### config.mk
export PLATFORM = sky130hd
export DESIGN_NAME = muldiv_seq
export DESIGN_NICKNAME = d
export VERILOG_FILES = /design/src/rtl/muldiv_seq.sv
export SDC_FILE = /design/constraint.sdc
export NUM_CORES = 1
export LEC_CHECK = 0
export CELL_PAD_IN_SITES_DETAIL_PLACEMENT = 1
export CELL_PAD_IN_SITES_GLOBAL_PLACEMENT = 2
export CORE_MARGIN = 1.5
export CORE_UTILIZATION = 21
export DETAILED_ROUTE_END_ITERATION = 8
export GPL_ROUTABILITY_DRIVEN = 0
export GPL_TIMING_DRIVEN = 0
export PLACE_DENSITY = 0.79
export SLEW_MARGIN = 25
export SYNTH_ARGS = -nofsm -noshare
export SYNTH_HDL_FRONTEND = slang
export SYNTH_SLANG_ARGS = --single-unit
### constraint.sdc
create_clock -name clk -period 1.55 [get_ports clk]
set_input_delay 0.2325 -clock clk [delete_from_list [all_inputs] [get_ports clk]]
set_output_delay 0.2325 -clock clk [all_outputs]
set_load 0.02 [all_outputs]
### src/rtl/muldiv_seq.sv
// Control sequencer for the iterative multiply/divide unit: init, ITER steps, Hi/Lo write, done.
// Define MULDIV_EARLY_TERM_EN to add the early_term port, which ends the step phase early.
module muldiv_seq #(
  parameter int ITER  = 32,
  parameter int CNT_W = 6
) (
  input  logic             clk,
  input  logic             reset,
  input  logic             req,
  input  logic             op,
  input  logic             divisor_zero,
  input  logic             flush,
`ifdef MULDIV_EARLY_TERM_EN
  input  logic             early_term,
`endif
  output logic             busy,
  output logic             unit_init,
  output logic             unit_step,
  output logic             unit_sel,
  output logic             hilo_write,
  output logic             hilo_src,
  output logic             done,
  output logic             div0_exc,
  output logic [CNT_W-1:0] iter_cnt
);

  typedef enum logic [2:0] {
    IDLE = 3'd0,
    INIT = 3'd1,
    RUN  = 3'd2,
    WB   = 3'd3,
    DONE = 3'd4,
    EXC  = 3'd5
  } state_t;

  localparam logic [CNT_W-1:0] LAST_CNT = CNT_W'(ITER - 1);

  state_t           state;
  state_t           state_nxt;
  logic             op_q;
  logic [CNT_W-1:0] cnt;
  logic             last_step;

  // The step phase ends on the cycle whose count is ITER-1, or earlier if the unit finishes early.
  always_comb begin
`ifdef MULDIV_EARLY_TERM_EN
    last_step = (cnt == LAST_CNT) || early_term;
`else
    last_step = (cnt == LAST_CNT);
`endif
  end

  always_ff @(posedge clk or posedge reset) begin
    if (reset) begin
      state <= IDLE;
      op_q  <= 1'b0;
      cnt   <= '0;
    end else begin
      state <= state_nxt;
      if (state == IDLE && req && !flush)
        op_q <= op;
      if (flush || state == INIT)
        cnt <= '0;
      else if (state == RUN)
        cnt <= cnt + CNT_W'(1);
    end
  end

  // Flush overrides every transition; DONE, EXC and illegal encodings all fall back to IDLE.
  always_comb begin
    state_nxt = IDLE;
    case (state)
      IDLE: begin
        if (req && !flush)
          state_nxt = (op && divisor_zero) ? EXC : INIT;
      end
      INIT:    state_nxt = RUN;
      RUN:     state_nxt = last_step ? WB : RUN;
      WB:      state_nxt = DONE;
      default: state_nxt = IDLE;
    endcase
    if (flush)
      state_nxt = IDLE;
  end

  always_comb begin
    busy       = (state != IDLE);
    unit_sel   = busy & op_q;
    hilo_src   = busy & op_q;
    unit_init  = 1'b0;
    unit_step  = 1'b0;
    hilo_write = 1'b0;
    done       = 1'b0;
    div0_exc   = 1'b0;
    case (state)
      INIT:    unit_init  = 1'b1;
      RUN:     unit_step  = 1'b1;
      WB:      hilo_write = 1'b1;
      DONE:    done       = 1'b1;
      EXC:     div0_exc   = 1'b1;
      default: ;
    endcase
  end

  assign iter_cnt = cnt;

endmodule
==> results by group <==
Run status
  • Status: finished with violations
  • Failing checks: setup timing

Global route
  • Largest net degree at the start of global routing: 11
  • GRT Resource Usage Total: 11.4%
  • Number of global-route vias before repair: 550
  • First-pass GRT wire length: 2300 um
  • Antenna violations before repair: 0
  • GRT overflow: 0

Layout
  • Filler Cells Inserted: 281
  • Fin cells: 116
  • Final core utilization: 38.2%
  • Area Overhead vs Synth: 74.0%
  • Share of cells above drive strength 1: 45.3%
  • Post-layout nets: 95
  • ANT cells: 0
  • Most common cell after layout, fill and taps aside: buf_6
  • Commonest cells after routing, fill and taps aside: buf_6 (11), dfrtp_1 (7), clkdlybuf4s50_1 (6)

Power and ir drop
  • Logic pwr share: 32.1%
  • Pleak: 0.000481 uW
  • Internal: 488 uW
  • PwrDens: 740 nW/um^2
  • Sw frac: 29.1%
  • P_sw: 200 uW
  • Clock power share: 25.7%
  • IR drop worst, VDD: 0.000294 V
  • PnR Total Power: 688 uW
  • Part of the power in registers: 42.1%

Synthesis
  • Syn Nets: 64
  • Synth warn: 0
  • Post-Syn Instances: 57
  • Number of register bits inferred by synthesis: 10
  • Yosys cell types: 25
  • Cell Area, Synth: 534 sq um
  • Seq/Total Area, Yosys: 46.8%
  • Synth Area per Inst: 9.37 sq um

Worst setup path
  • Crit Path Max Fanout: 3
  • Startpoint Class: register
  • Max incr delay on CP: 410 ps
  • CP max-delay cell: dfrtp_2
  • Crit-path cells: or3_4, and2_4, buf_6, buf_6
  • Crit path arrival time: 1450 ps
  • Crit end category: output pin
  • CP required: 1320 ps
  • Crit Path Class: register to output pin
  • Top Family by Delay on Critical Path: simple AND/OR/NAND/NOR gates
  • Critical Path Most Common Cell: buf_6
  • Crit path buffers/inverters: 2

Placed design
  • Port Buffers: 19
  • Placed cell count: 106

Timing
  • Maximum operating frequency: 596 MHz
  • Worst-Margin Slew: 410 ps
  • Clock skew: 3.31 ps
  • Max-slew headroom: 72.6%
  • Final setup fails: 7
  • Period utilisation layout: 108%
  • Unrepaired setup endpoints after global routing: yes
  • Pins Over Slew Limit: 0
  • Min cycle time layout: 1680 ps
  • Setup ws final: -129 ps
  • Fin. Hold Viols: 0

Job
  • Max Cap Viol: 0

Detailed routing
  • WL per Instance: 12.9 um
  • DRT Wirelength: 1500 um
  • DRC Markers: 0
  • Iter 0 DRT Violations: 1
  • Antenna-violating nets left: 0
  • Vias post-DR: 531
  • Vias/cell: 4.58
  • First-pass DRT Iterations: 2

CTS
  • Clk root buf: clkbuf_4
  • # clock sinks: 10
  • Clock Latency Late Sink: 260 ps
  • Hold-fix buffers at CTS: 0
  • CTS H-tree depth: 1
  • Bufs on Longest Clock Path: 2
  • CTS tree: built
  • Clock transition at the registers of the reported paths: 60 ps
  • CTS Buf Count: 3

Worst hold path
  • HP Class: input pin to async pin

Floorplanning
  • Core region area: 2430 sq um
  • DIE HEIGHT: 53.4 um
  • Rows: 18
  • Initial core utilization: 22.0%
  • Die X-Extent: 53.4 um
  • # IOs: 20
  • Die area: 2860 sq um
==> repair_timing <==
item | CTS | global route
endpoints found under the setup margin | 12 | 16
pin swaps | 3 | 6
buffers inserted | 5 | 4
gates resized for setup | 43 | 27
==> path summary, 6_finish.rpt <==
| path | startpoint | slack (ps) | cells past startpoint | end |
|---|---|---|---|---|
| worst max-delay path | state[0]$_DFF_PP0_ | -130 | 4 | unit_sel |
| worst min-delay path | reset | 260 | 2 | op_q$_DFFE_PP0P_ |
| worst max register to register | state[2]$_DFF_PP0_ | -70 | 5 | iter_cnt[4]$_DFFE_PP0P_ |
| worst min register to register | op_q$_DFFE_PP0P_ | 520 | 1 | op_q$_DFFE_PP0P_ |
| max in group asynchronous | reset | 980 | 2 | state[1]$_DFF_PP0_ |
| min in group clk | op_q$_DFFE_PP0P_ | 520 | 1 | op_q$_DFFE_PP0P_ |
==> stage by stage <==
stage | TNS, ps | instance area, sq um | worst slack [ps] | hold slack (ps)
after global routing | -821 | 930 | -181 | 287
after floorplan | -72.5 | 541 | -72.5 | 72.7
after detailed placement | -1430 | 768 | -442 | 489
final | -423 | 930 | -129 | 259
after global placement | -1340 | 768 | -429 | 495
after CTS | -379 | 825 | -172 | 269
==> worst reg2reg max path: cells and delay by family, from the launching register on <==
kind	cells	cell delay [ps]
buf+inv	2	260
flops	1	420
simple gates	2	760
compound gates	1	120
==> layout make-up <==
type	count	area, sq um	area share [%]
tap	30	37.5	4.04
multi-input combinational	39	299	32.2
buffer	2	22.5	2.42
sequential	10	254	27.3
clock buffer	3	22.5	2.42
inverter	4	17.5	1.88
timing repair buffer	28	277	29.7
==> Yosys cell counts <==
master | instances | share of area, %
a21oi_1 | 5 | 4.7
a31oi_1 | 1 | 1.2
and2_1 | 1 | 1.2
and3b_1 | 2 | 3.3
buf_2 | 1 | 0.94
buf_4 | 2 | 2.8
clkbuf_1 | 1 | 0.70
dfrtp_1 | 10 | 47
ha_1 | 1 | 2.3
inv_1 | 4 | 2.8
mux2_2 | 1 | 2.1
nand2_1 | 4 | 2.8
nand3_1 | 2 | 1.9
nor2_1 | 2 | 1.4
nor3_1 | 2 | 1.9
nor3b_1 | 3 | 4.2
nor4_1 | 1 | 1.2
o21a_1 | 1 | 1.4
o21ai_0 | 3 | 2.8
o31ai_1 | 1 | 1.4
or2_2 | 1 | 1.2
or3_1 | 4 | 4.7
or3b_1 | 1 | 1.6
or4_1 | 1 | 1.4
xnor2_1 | 2 | 3.3
==> cell families (layout without fill, tap and decap cells) <==
group	Yosys count	count (layout)	synth area share (%)
flops	10	10	46.8
mux	1	1	2.11
buf+inv	8	37	7.26
fa+ha+maj	1	1	2.34
simple gates	24	24	26.7
compound gates	11	11	11.5
xor+xnor	2	2	3.28
==> sequential cells by signal (all words and copies together), names as in the netlist <==
name      count
op_q          1
iter_cnt      6
state         3
==> power groups by stage <==
stage	sequential (uW)	combinational, uW	clock (uW)
floorplan	294	98.2	0
global placement	294	169	0
detailed placement	293	173	0
CTS	289	190	183
global route	292	237	200
finish	290	221	177
==> per-layer routing <==
layer / part of all wire, % / GRT usage, % / wire length, um
met1: 45 / 12.6 / 671
met2: 48 / 19.1 / 721
met3: 4.4 / 2.54 / 66
met4: 2.3 / 7.69 / 34
met5: 0 / 0 / 0
Power figures use the tool's default switching activity.
